[src/rtl/uart_line_buffer_pkg.sv]
// Shared character codes, FSM states and byte classification for the UART line buffer.
// Combinational helpers only.
package uart_line_buffer_pkg;

    localparam logic [7:0] ASCII_CR  = 8'h0D;
    localparam logic [7:0] ASCII_LF  = 8'h0A;
    localparam logic [7:0] ASCII_BS  = 8'h08;
    localparam logic [7:0] ASCII_DEL = 8'h7F;

    typedef enum logic {
        ST_FILL  = 1'b0,
        ST_DRAIN = 1'b1
    } state_e;

    typedef enum logic [1:0] {
        BYTE_DATA = 2'd0,
        BYTE_TERM = 2'd1,
        BYTE_BS   = 2'd2
    } byte_class_e;

    function automatic byte_class_e classify(input logic [7:0] b);
        byte_class_e c;
        c = BYTE_DATA;
        if ((b == ASCII_CR) || (b == ASCII_LF)) begin
            c = BYTE_TERM;
        end else if ((b == ASCII_BS) || (b == ASCII_DEL)) begin
            c = BYTE_BS;
        end
        return c;
    endfunction

endpackage

[src/rtl/uart_line_buffer_byte_ram.sv]
// Simple dual-port line RAM: synchronous write, registered read (1-cycle latency).
// Read register only updates when rd_en_i is high, so the output holds while stalled.
module uart_line_buffer_byte_ram #(
    parameter int DEPTH = 64,
    parameter int AW    = 6,
    parameter int DW    = 8
) (
    input  logic          clk,
    input  logic          i_reset_n,
    input  logic          wr_en_i,
    input  logic [AW-1:0] wr_addr_i,
    input  logic [DW-1:0] wr_dat_i,
    input  logic          rd_en_i,
    input  logic [AW-1:0] rd_addr_i,
    output logic [DW-1:0] rd_dat_o
);

    logic [DW-1:0] mem_q [DEPTH];
    logic [DW-1:0] rd_dat_q;

    always_ff @(posedge clk) begin
        if (wr_en_i) begin
            mem_q[wr_addr_i] <= wr_dat_i;
        end
    end

    // The read register is reset so the transmit data port reads zero out of reset.
    always_ff @(posedge clk) begin
        if (!i_reset_n) begin
            rd_dat_q <= '0;
        end else if (rd_en_i) begin
            rd_dat_q <= mem_q[rd_addr_i];
        end
    end

    assign rd_dat_o = rd_dat_q;

endmodule

[src/rtl/uart_line_buffer.sv]
// Line-editing buffer: stores rx bytes with backspace editing, replays the line to tx on terminator/full.
// tx_valid rises 2 cycles after the last write; one idle cycle between bytes; rx during replay is dropped.
module uart_line_buffer
    import uart_line_buffer_pkg::*;
#(
    parameter int DEPTH = 64,
    parameter int AW    = 6,
    parameter int DW    = 8
) (
    input  logic          clk,
    input  logic          i_reset_n,
    input  logic [DW-1:0] i_rx_data,
    input  logic          i_rx_valid,
    output logic [DW-1:0] o_tx_data,
    output logic          o_tx_valid,
    input  logic          i_tx_ready,
    output logic          o_busy,
    output logic [AW:0]   o_line_len,
    output logic          o_drop,
    output logic          o_overflow
);

    localparam logic [AW:0] LAST_IDX = (AW+1)'(DEPTH - 1);

    state_e      state_q, state_d;
    logic [AW:0] count_q, count_d;
    logic [AW:0] rd_ptr_q, rd_ptr_d;
    logic        tx_vld_q, tx_vld_d;
    logic        fetch_q, fetch_d;
    logic        drop_q, drop_d;
    logic        ovf_q, ovf_d;

    logic        ram_wr_en;
    logic        ram_rd_en;
    logic [DW-1:0] ram_rd_dat;
    byte_class_e rx_class;

    assign rx_class = classify(8'(i_rx_data));

    always_ff @(posedge clk) begin
        if (!i_reset_n) begin
            state_q  <= ST_FILL;
            count_q  <= '0;
            rd_ptr_q <= '0;
            tx_vld_q <= 1'b0;
            fetch_q  <= 1'b0;
            drop_q   <= 1'b0;
            ovf_q    <= 1'b0;
        end else begin
            state_q  <= state_d;
            count_q  <= count_d;
            rd_ptr_q <= rd_ptr_d;
            tx_vld_q <= tx_vld_d;
            fetch_q  <= fetch_d;
            drop_q   <= drop_d;
            ovf_q    <= ovf_d;
        end
    end

    always_comb begin
        state_d   = state_q;
        count_d   = count_q;
        rd_ptr_d  = rd_ptr_q;
        tx_vld_d  = tx_vld_q;
        fetch_d   = fetch_q;
        drop_d    = 1'b0;
        ovf_d     = ovf_q;
        ram_wr_en = 1'b0;
        ram_rd_en = 1'b0;

        unique case (state_q)
            ST_FILL: begin
                if (i_rx_valid) begin
                    unique case (rx_class)
                        BYTE_BS: begin
                            if (count_q != '0) begin
                                count_d = count_q - 1'b1;
                            end
                        end
                        BYTE_TERM: begin
                            ram_wr_en = 1'b1;
                            count_d   = count_q + 1'b1;
                            state_d   = ST_DRAIN;
                        end
                        default: begin
                            ram_wr_en = 1'b1;
                            count_d   = count_q + 1'b1;
                            if (count_q == LAST_IDX) begin
                                state_d = ST_DRAIN;
                                ovf_d   = 1'b1;
                            end
                        end
                    endcase
                end
            end

            ST_DRAIN: begin
                drop_d = i_rx_valid;
                if (tx_vld_q) begin
                    if (i_tx_ready) begin
                        tx_vld_d = 1'b0;
                        if (rd_ptr_q == count_q - 1'b1) begin
                            state_d  = ST_FILL;
                            count_d  = '0;
                            rd_ptr_d = '0;
                            fetch_d  = 1'b0;
                        end else begin
                            // Prefetch the next byte on the transfer edge so the gap is one cycle.
                            rd_ptr_d  = rd_ptr_q + 1'b1;
                            ram_rd_en = 1'b1;
                            fetch_d   = 1'b1;
                        end
                    end
                end else if (fetch_q) begin
                    tx_vld_d = 1'b1;
                    fetch_d  = 1'b0;
                end else begin
                    ram_rd_en = 1'b1;
                    fetch_d   = 1'b1;
                end
            end

            default: begin
                state_d = ST_FILL;
            end
        endcase
    end

    uart_line_buffer_byte_ram #(
        .DEPTH (DEPTH),
        .AW    (AW),
        .DW    (DW)
    ) u_ram (
        .clk       (clk),
        .i_reset_n (i_reset_n),
        .wr_en_i   (ram_wr_en),
        .wr_addr_i (count_q[AW-1:0]),
        .wr_dat_i  (i_rx_data),
        .rd_en_i   (ram_rd_en),
        .rd_addr_i (rd_ptr_d[AW-1:0]),
        .rd_dat_o  (ram_rd_dat)
    );

    assign o_tx_data  = ram_rd_dat;
    assign o_tx_valid = tx_vld_q;
    assign o_busy     = (state_q == ST_DRAIN);
    assign o_line_len = count_q;
    assign o_drop     = drop_q;
    assign o_overflow = ovf_q;

endmodule
[config.mk]
export PLATFORM = sky130hd
export DESIGN_NAME = uart_line_buffer
export DESIGN_NICKNAME = d
export VERILOG_FILES = /design/src/rtl/uart_line_buffer_pkg.sv /design/src/rtl/uart_line_buffer_byte_ram.sv /design/src/rtl/uart_line_buffer.sv
export SDC_FILE = /design/constraint.sdc
export NUM_CORES = 1
export LEC_CHECK = 0
export ABC_AREA = 1
export CAP_MARGIN = 15
export CORE_MARGIN = 5
export CORE_UTILIZATION = 26
export DETAILED_ROUTE_END_ITERATION = 6
export GPL_TIMING_DRIVEN = 0
export PLACE_DENSITY = 0.45
export SLEW_MARGIN = 10
export SYNTH_ARGS = -nofsm -noshare
export SYNTH_HDL_FRONTEND = slang
export SYNTH_SLANG_ARGS = --single-unit
[constraint.sdc]
create_clock -name clk -period 3.7 [get_ports clk]
set_input_delay 0.74 -clock clk [delete_from_list [all_inputs] [get_ports clk]]
set_output_delay 0.74 -clock clk [all_outputs]
set_load 0.1 [all_outputs]
==> out/qor.txt, run 1 <==
crit path to: u_ram.mem_q[21][0]
fraction of layout cells with a size suffix above 1: 12.29%
Comb pwr share: 3.7%
WL/cell: 22.55 um
busiest layer in global routing: met2
GR Layer Usage met2: 27.58%
Vias: 17560
Initial Util: 26.11%
CP Data Arrival Time: 3.93 ns
Main synth FF type: edfxtp_1
Least-Margin Pin Slew: 1.211 ns
Via density: 4.722
r2r setup slk: 0.20 ns
DRC viols: 0
largest net degree at the start of global routing: 52
placed cell areas: 0.02637 mm^2
Placer Congestion: 0.8870
CP Data Required Time: 3.96 ns
reg2reg end: u_ram.rd_dat_o[4]
pins over their slew limit: 0
Synth cell types: 33
worst r2r path cells: 21
Hold Crit Depth: 2
IO buf count: 30
Clk network pwr share: 46.3%
post-route setup slack: 0.03240 ns
CTS root buffer: clkbuf_16
post-synth top area cell: edfxtp_1
synth-to-layout area growth: 18.13%
Sequential Power Share: 50.1%
gr usage total: 16.45%
synthesized area: 0.02430 mm^2
Mapped Cells: 2308
Psw: 0.002949 W
post-route clock period utilization: 99.12%
FF-to-FF Start: o_line_len[0]
worst hold margin: 0.4700 ns
GRT met1 Usage: 22.52%
hold path start: o_overflow
leading post-synthesis cells by cell area: edfxtp_1 63%, nand3_1 11%, nand2_1 6.8%
Yosys top cell area share: 63.27%
sw frac: 21.94%
# IOs: 31
worst-path fanout max: 34
DRT iter0 DRCs: 1552
total congestion overflow: 0
Post-DP HPWL: 58100 um
Skew-Pair Late Insertion Delay: 0.64 ns
outcome: finished, final reports clean
CTS sink count: 539
Cell Pwr Density: 468.3 mW/mm^2
Placement Setup Slack: -1.128 ns
Max-slew headroom: 19.03%
final clock skew: 0.02637 ns
Die Ht: 315.7 um
CTS buffer count: 61
CTS Hold Bufs: 0
average cell area after synthesis: 10.53 um^2
Max Cap Viol: 0
sequential fraction of the synthesis area: 65.50%
Tot Pwr: 0.01344 W
Die ar.: 0.09967 mm^2
die width: 315.7 um
CTS Buffer Depth: 3
core area: 0.09305 mm^2
#FFs+latches synth: 539
CP startpoint: i_rx_data[4]
H-Tree Depth: 2
critical path type: input port to register
CTS tree: built
GR met3 Demand/Resource: 1.993%
syn_nets: 2323
std cell rows: 112
final core occ: 30.85%
fin crit period: 3.668 ns
initial antenna violation count: 1
yosys warns: 0
critical path startpoint category: input port
crit end category: register
most numerous cell in the Yosys netlist: nand3_1
drt total wl: 83860 um
RSZ-0062 raised after global routing: yes
Clk pin slew, worst setup/hold paths: 0.06 ns
Worst VDD drop: 0.3369 mV
Int Power: 0.01049 W
Hold Crit Class: register to register
synth cell count leaders: 528 x nand3_1, 512 x edfxtp_1, 440 x nand2_1
Final Hold Viols: 0
Leak Pwr: 10.81 nW
drt pass-1 iters: 6
Finished Cell Area: 0.02870 mm^2
first-pass GRT wire length: 119800 um
Post-layout nets: 2429
Max Clock Freq: 272.7 MHz
ys async rst share: 0%
number of enable-type register cells in the synthesized netlist: 512
final setup vio count: 0
Antenna Nets Post-Route: 0
vias in the first global route: 17350
ANT cells: 0
## worst max-delay path, stage by stage
cell and delay (ns):
buf_4 0.38, buf_12 0.26, nor4_1 0.11, nand3_1 0.09, nand2_1 0.12, clkbuf_1 0.29
nor2_2 0.42, nand4_1 0.65, nor2_1 0.79
## registers in the layout, summed over array words and instances, names as in the netlist
name and flops:
o_busy 1, u_ram.mem_q 512, o_line_len 7, o_drop 1, rd_ptr_q 7, o_overflow 1
fetch_q 1, u_ram.rd_dat_o 8, o_tx_valid 1
## area by class of cell
cell class                      instances  area [um^2]
Clock buffer                           72         1589
Timing Repair Buffer                   44        515.5
Buffer                                135        828.3
Inverter                              321         1206
Multi-Input combinational cell       1312         6635
Tap cell                             1254         1569
Clock inverter                         42        439.2
Sequential cell                       539        15920
Fill cell                            9581        64350
## cells in the final DEF, fill, tap and decap left out, types with 4 or more instances in the layout
master	synthesis	final
buf_4	7	32
inv_1	312	312
clkdlybuf4s50_1	0	22
o21ai_0	9	9
buf_12	0	6
o211ai_1	8	8
buf_1	13	7
clkinv_2	1	18
nand3_1	528	520
inv_2	8	8
buf_6	14	15
edfxtp_1	512	512
dfxtp_1	27	25
nand3b_1	160	160
clkbuf_16	0	62
clkinv_1	0	12
nand2_1	440	438
clkbuf_2	0	5
a211oi_1	6	6
bufinv_16	0	9
nand3_2	0	8
clkbuf_4	0	5
nor2_2	2	35
nor2_4	2	10
nand2_2	4	6
nor2_1	105	64
buf_2	82	67
a21oi_1	12	12
clkbuf_1	19	26
nand4_1	9	9
xor2_1	5	5
nor3_1	10	7
buf_16	0	4
## worst min path at each step
stage / end
floorplan: fetch_q
global placement: o_overflow
detailed placement: o_overflow
CTS: o_overflow
global route: u_ram.mem_q[12][2]
finish: o_overflow
## power groups by stage
| stage | clock network, W | logic, W | registers (W) |
|---|---|---|---|
| 6_report | 0.00622 | 0.000491 | 0.00673 |
| 5_1_grt | 0.00658 | 0.000522 | 0.00673 |
| 4_1_cts | 0.00632 | 0.000486 | 0.00673 |
| 3_5_place_dp | 0 | 0.000481 | 0.00686 |
| 3_3_place_gp | 0 | 0.000455 | 0.00688 |
| 2_1_floorplan | 0 | 0.000156 | 0.00690 |
## what timing repair did
action / in CTS / in global routing
pin swaps: 1 / 1
buffers inserted: 2 / 2
gates cloned: 0 / 0
setup endpoints to repair: 255 / 360
resized for setup: 33 / 72
## logic make-up after synthesis
| kind of cell | share of synthesized area [%] |
|---|---|
| flops | 65.50 |
| xor+xnor | 0.1802 |
| fa+ha+maj | 0.1545 |
| compound gates | 1.020 |
| buf+inv | 8.074 |
| simple gates | 25.07 |
## through the flow
| step | setup TNS [ns] | cells |
|---|---|---|
| floorplan | 0 | 2308 |
| global placement | -2025.81 | 3592 |
| detailed placement | -347.27 | 3602 |
| CTS | -15.77 | 3717 |
| global route | -3.636 | 3719 |
| finish | 0 | 3719 |
## metal layers
metal | routed length (um) | vias to the layer above | share of wire (%)
li1 | - | 8082 | -
met1 | 36960 | 8750 | 44
met4 | 2453 | 0 | 2.9
met3 | 4965 | 131 | 5.9
met2 | 39480 | 599 | 47
met5 | 0 | - | 0
Power figures use the tool's default switching activity.
==> run 2, diff against run 1 <==
Settings changed: CORE_MARGIN 5 to default.
==> run 2 against run 1 <==
Clock power up 3%; first-iteration DRC count up 11%; count of clock-buffer cells in the layout down 1; via count down 0.91%; non-clock buffer count up 1; clock skew about the same; register-to-register slack worse by 0.04 ns; total power up 1.2%; setup slack better by 0.12 ns; final cell count down 0.27%; wire length down 0.40%; largest power group unchanged.
==> out/qor.txt, run 2 (synthesis results as in run 1) <==
Int Power: 0.01065 W
Post-layout nets: 2430
leading cell types in the layout, fill and taps excluded: 512 x edfxtp_1, 510 x nand3_1, 437 x nand2_1
critical path cell sequence: clkdlybuf4s50_1 -> inv_1 -> nor2_1 -> inv_1 -> nand2_1 -> buf_4 -> clkbuf_2 -> buf_2 -> nand3b_1 -> nand3_1 -> nand3_1 -> nand3_1 -> nand3_1 -> nand3_1 -> nand3_2 -> nand2_1 -> inv_1
Max Clock Freq: 281.7 MHz
DRC viols: 0
CTS sink count: 539
r2r setup slk: 0.16 ns
H-Tree Depth: 2
critical path type: input port to register
Clk network pwr share: 46.9%
CTS tree: built
std cell rows: 111
Comb pwr share: 3.6%
Initial Util: 26.39%
synth-to-layout area growth: 18.74%
final core occ: 31.33%
CTS Buffer Depth: 3
Clk pin slew, worst setup/hold paths: 0.06 ns
first-pass GRT wire length: 119900 um
Least-Margin Pin Slew: 1.204 ns
Cell Pwr Density: 471.4 mW/mm^2
CP Data Required Time: 4.22 ns
Antenna Nets Post-Route: 0
worst hold endpoint: o_overflow
fraction of layout cells with a size suffix above 1: 12.98%
ANT cells: 0
Die Ht: 307.7 um
FF-to-FF Start: o_line_len[0]
pins over their slew limit: 0
Largest Register: u_ram.mem_q
CTS root buffer: clkbuf_16
Critical Path Slowest Stage Cell: clkdlybuf4s50_1
Post-Layout Cell Count: 3709
crit end category: register
gr usage total: 17.58%
Sequential Power Share: 49.5%
Via density: 4.692
Placer Congestion: 0.8912
critical path startpoint category: input port
Worst VDD drop: 0.3593 mV
total congestion overflow: 0
worst hold margin: 0.4561 ns
sw frac: 21.73%
WL/cell: 22.52 um
Hold Crit Depth: 2
commonest non-fill, non-tap cell in the layout: edfxtp_1
worst r2r path cells: 23
drt total wl: 83520 um
DRT iter0 DRCs: 1725
Max-slew headroom: 19.51%
CP Data Arrival Time: 4.07 ns
Tot Pwr: 0.01360 W
Hold Crit Class: register to register
Max stage delay on crit path: 0.50 ns
max reg flops: 512
final clock skew: 0.02639 ns
reg2reg end: u_ram.rd_dat_o[5]
CTS buffer count: 61
Post-DP HPWL: 57380 um
drt pass-1 iters: 5
Inst Count DP: 3591
Skew-Pair Late Insertion Delay: 0.64 ns
Die ar.: 0.09468 mm^2
die width: 307.7 um
IO buf count: 30
final setup vio count: 0
core area: 0.09208 mm^2
vias in the first global route: 17070
initial antenna violation count: 1
outcome: finished, final reports clean
most frequent CP cell: nand3_1
Max Cap Viol: 0
post-route clock period utilization: 95.95%
Placement Setup Slack: -1.064 ns
Final Hold Viols: 0
worst-path fanout max: 10
Leak Pwr: 10.85 nW
largest net degree at the start of global routing: 67
post-route setup slack: 0.1498 ns
hold path start: o_overflow
Vias: 17400
RSZ-0062 raised after global routing: yes
Psw: 0.002956 W
# IOs: 31
fin crit period: 3.550 ns
## run 2: changes by cell type in the layout (fill, tap and decap cells not counted), moves of 4 or more
cell / change
clkbuf_1: -4
nand3_1: -10
clkbuf_2: +6
nand3_2: +10
clkbuf_4: +16
clkinv_1: +7
buf_1: -7
clkinv_2: -14
buf_2: -16
## run 2: area by class of cell
type,instances,area [um^2]
buffer,136,893.4
timing repair buffer,44,514.2
clock inverter,43,496.7
fill,9392,63230
tap,1243,1555
clock buffer,71,1594
multi-input combinational,1312,6671
sequential,539,15920
inverter,321,1206
## run 2: worst max-delay path by stage
stage	startpoint	endpoint
global route	o_line_len[0]	u_ram.rd_dat_o[1]
finish	i_tx_ready	u_ram.rd_dat_o[4]
global placement	i_rx_data[2]	u_ram.mem_q[32][4]
detailed placement	i_rx_data[4]	u_ram.mem_q[55][6]
CTS	i_rx_data[4]	u_ram.mem_q[9][2]
floorplan	o_line_len[0]	u_ram.rd_dat_o[4]
## run 2: metrics by stage
step                      TNS [ns]  cell area, um^2
after floorplan                  0            24300
after global placement    -1983.22            26150
after detailed placement   -329.96            26350
after CTS                   -11.67            28560
after global routing      -0.08180            28850
final                            0            28850
## run 2: worst max-delay path: cells and delay by family
family | cells | cell delay [ns]
AND/OR/NAND/NOR | 10 | 1.51
buffers and inverters | 7 | 1.78
## run 2: metal layers
| layer | wire length (um) | GRT usage (%) | up-vias |
|---|---|---|---|
| met2 | 39590 | 29.10 | 536 |
| met1 | 37160 | 23.92 | 8652 |
| li1 | - | - | 8095 |
| met4 | 2267 | 5.345 | 0 |
| met3 | 4497 | 2.154 | 120 |
| met5 | 0 | 0 | - |
## run 2: repair_timing
action / CTS / global route
resized for setup: 40 / 104
buffers inserted: 2 / 2
cloned: 0 / 0
endpoints found under the setup margin: 237 / 394
pin swaps: 1 / 2
hold buffers: 0 / 0
## run 2: power groups by stage
stage / Sequential [W] / Clock [W] / Combinational, W
after detailed placement: 0.00686 / 0 / 0.000476
after floorplan: 0.00690 / 0 / 0.000156
final: 0.00673 / 0.00638 / 0.000489
after global routing: 0.00673 / 0.00671 / 0.000521
after global placement: 0.00688 / 0 / 0.000451
after CTS: 0.00673 / 0.00649 / 0.000480
==> run 3, diff against run 2 <==
Settings changed: ABC_AREA 1 to 0, RECOVER_POWER from default to 25.
Clock period 3.7 ns to 3.69 ns, I/O delays scaled along.
==> run 3 against run 2 <==
The run now ends with max-capacitance violations, max-slew violations left; non-clock buffer count fell by 46; first-iteration DRC count fell by 34%; sequential share of layout area grew 4.5 points; cell area shrank 7.5%; wire length shrank 23%; final cell count down 25%; global-route usage decreased by 2.8 points; highest routed layer is now met5.
==> out/qor.txt, run 3 <==
failing checks: max-capacitance violations, max-slew violations
sequential fraction of the synthesis area: 72.03%
drt total wl: 64110 um
critical path cell sequence: inv_4 -> ha_4 -> xor2_1 -> and3_1 -> o32a_1 -> a21oi_4 -> o21ai_4 -> buf_8 -> buf_12 -> mux2_4 -> a222oi_1 -> o21ai_1 -> a211oi_4 -> nor4_2
Multi-input gate area: 0.006227 mm^2
gr usage total: 14.80%
synth cell count leaders: 512 x edfxtp_1, 145 x mux2i_1, 139 x nand2_1
Via density: 4.710
vias in the first global route: 13310
largest net degree at the start of global routing: 67
CP Data Required Time: 4.18 ns
Placement Setup Slack: -1.123 ns
CP Data Arrival Time: 4.13 ns
sw frac: 20.90%
leading cell types in the layout, fill and taps excluded: 512 x edfxtp_1, 143 x mux2i_1, 135 x nand2_1
synth-to-layout area growth: 20.80%
Max Clock Freq: 274.6 MHz
fin crit period: 3.642 ns
ys async rst share: 0%
Fillers: 8277
Int Power: 0.01031 W
CTS root buffer: clkbuf_16
fraction of layout cells with a size suffix above 1: 19.82%
Mapped Cells: 1482
Cell Pwr Density: 488.4 mW/mm^2
Antenna Nets Post-Route: 0
Die ar.: 0.08615 mm^2
H-Tree Depth: 2
CTS Buffer Depth: 3
Leak Pwr: 8.290 nW
commonest non-fill, non-tap cell in the layout: edfxtp_1
Max stage delay on crit path: 0.42 ns
CTS buffer count: 58
Clk pin slew, worst setup/hold paths: 0.06 ns
leading post-synthesis cells by cell area: edfxtp_1 70%, mux2i_1 6.6%, dfxtp_1 2.4%
post-route setup slack: 0.04832 ns
DRT iter0 DRCs: 1141
Max Cap Viol: 2
Main synth FF type: edfxtp_1
# IOs: 31
Vias: 13120
max reg flops: 512
Initial Util: 26.36%
Psw: 0.002724 W
critical path type: register to register
Largest Register: u_ram.mem_q
yosys warns: 0
number of enable-type register cells in the synthesized netlist: 512
post-route clock period utilization: 98.69%
Yosys top cell area share: 69.58%
CTS sink count: 539
average cell area after synthesis: 14.91 um^2
Clk network pwr share: 45.9%
Seq. cell area: 0.01592 mm^2
critical path startpoint category: register
Worst VDD drop: 0.3313 mV
outcome: finished, violations left
Skew-Pair Late Insertion Delay: 0.63 ns
RSZ-0062 raised after global routing: yes
Comb pwr share: 2.6%
Critical Path Slowest Stage Cell: o32a_1
core area: 0.08382 mm^2
Placer Congestion: 0.8584
Least-Margin Pin Slew: 2.287 ns
Sequential Power Share: 51.6%
Hold Crit Class: register to register
syn_nets: 1497
die width: 293.5 um
post-synth top area cell: edfxtp_1
Die Ht: 293.5 um
final setup vio count: 0
Synth cell types: 73
synthesized area: 0.02209 mm^2
total congestion overflow: 0
crit end category: register
DRC viols: 0
initial antenna violation count: 1
CTS tree: built
drt pass-1 iters: 5
most numerous cell in the Yosys netlist: edfxtp_1
WL/cell: 23.02 um
#FFs+latches synth: 539
first-pass GRT wire length: 92750 um
Post-DP HPWL: 43240 um
Final Hold Viols: 0
final clock skew: 0.02911 ns
std cell rows: 106
Post-layout nets: 1615
TNS Setup: 0 ns
IO buf count: 30
Tot Pwr: 0.01303 W
Max-slew headroom: -52.44%
pins over their slew limit: 67
worst-path fanout max: 7
[run 3: logic make-up (layout without fill, tap and decap cells)]
| group | Yosys count | after routing | synth area share (%) |
|---|---|---|---|
| XOR/XNOR | 16 | 16 | 0.6343 |
| buffers and inverters | 80 | 248 | 2.135 |
| flip-flops | 539 | 539 | 72.03 |
| AND/OR/NAND/NOR | 414 | 414 | 8.585 |
| adder cells (fa/ha/maj) | 3 | 3 | 0.1699 |
| multiplexers | 186 | 186 | 8.658 |
| AO/OA/AOI/OAI | 244 | 244 | 7.787 |
| other | 0 | 1 | 0 |
[run 3: power groups by stage]
stage / registers (W) / logic (W) / clock network, W
finish: 0.00672 / 0.000336 / 0.00598
CTS: 0.00672 / 0.000329 / 0.00611
floorplan: 0.00687 / 0.0000853 / 0
detailed placement: 0.00685 / 0.000310 / 0
global route: 0.00672 / 0.000361 / 0.00632
global placement: 0.00687 / 0.000291 / 0
[run 3: stage by stage]
step	instance area, um^2	hold slack [ns]	utilization, %	cells
floorplan	22100	0.5028	-	1482
global placement	23820	0.4874	28.41	2646
detailed placement	23930	0.5088	28.55	2653
CTS	26250	0.5227	31.31	2771
global route	26690	0.5356	31.84	2784
finish	26690	0.5075	31.84	2785
[run 3: layer usage]
metal / GRT usage [%] / vias up / wire length, um
li1: - / 5987 / -
met1: 19.55 / 6710 / 28550
met2: 24.82 / 330 / 31210
met3: 2.375 / 87 / 2838
met4: 4.484 / 2 / 1496
met5: 0 / - / 13
[run 3: final timing paths]
kind / from / endpoint / slack, ns / cells after the start
setup / recovery: o_line_len[1] / u_ram.rd_dat_o[1] / 0.05 / 14
hold / removal: o_overflow / o_overflow / 0.51 / 2
setup reg to reg: o_line_len[1] / u_ram.rd_dat_o[1] / 0.05 / 14
hold reg to reg: o_overflow / o_overflow / 0.51 / 2
[run 3: final cells by class]
type | instances | share of cell area (%)
plain buffers | 74 | 2.119
diodes | 1 | 0.009376
clock inverters | 46 | 1.800
multi-input cells | 863 | 23.33
inverters | 4 | 0.07500
flip-flops and latches | 539 | 59.66
repair buffers | 60 | 2.166
clock buffers | 64 | 5.522
well taps | 1134 | 5.316
[run 3: timing repair]
item	4_1_cts	5_1_grt
resized for setup	71	95
setup buffers	8	13
endpoints found under the setup margin	100	506
cloned	1	1
pin swaps	12	22
hold buffers	0	0
[run 3: critical path, delay by kind of cell (launching register included)]
kind | cells | cell delay, ns
fa+ha+maj | 1 | 0.17
buf+inv | 3 | 0.39
xor+xnor | 1 | 0.13
flops | 1 | 0.39
simple gates | 2 | 0.31
mux | 1 | 0.30
compound gates | 6 | 1.80
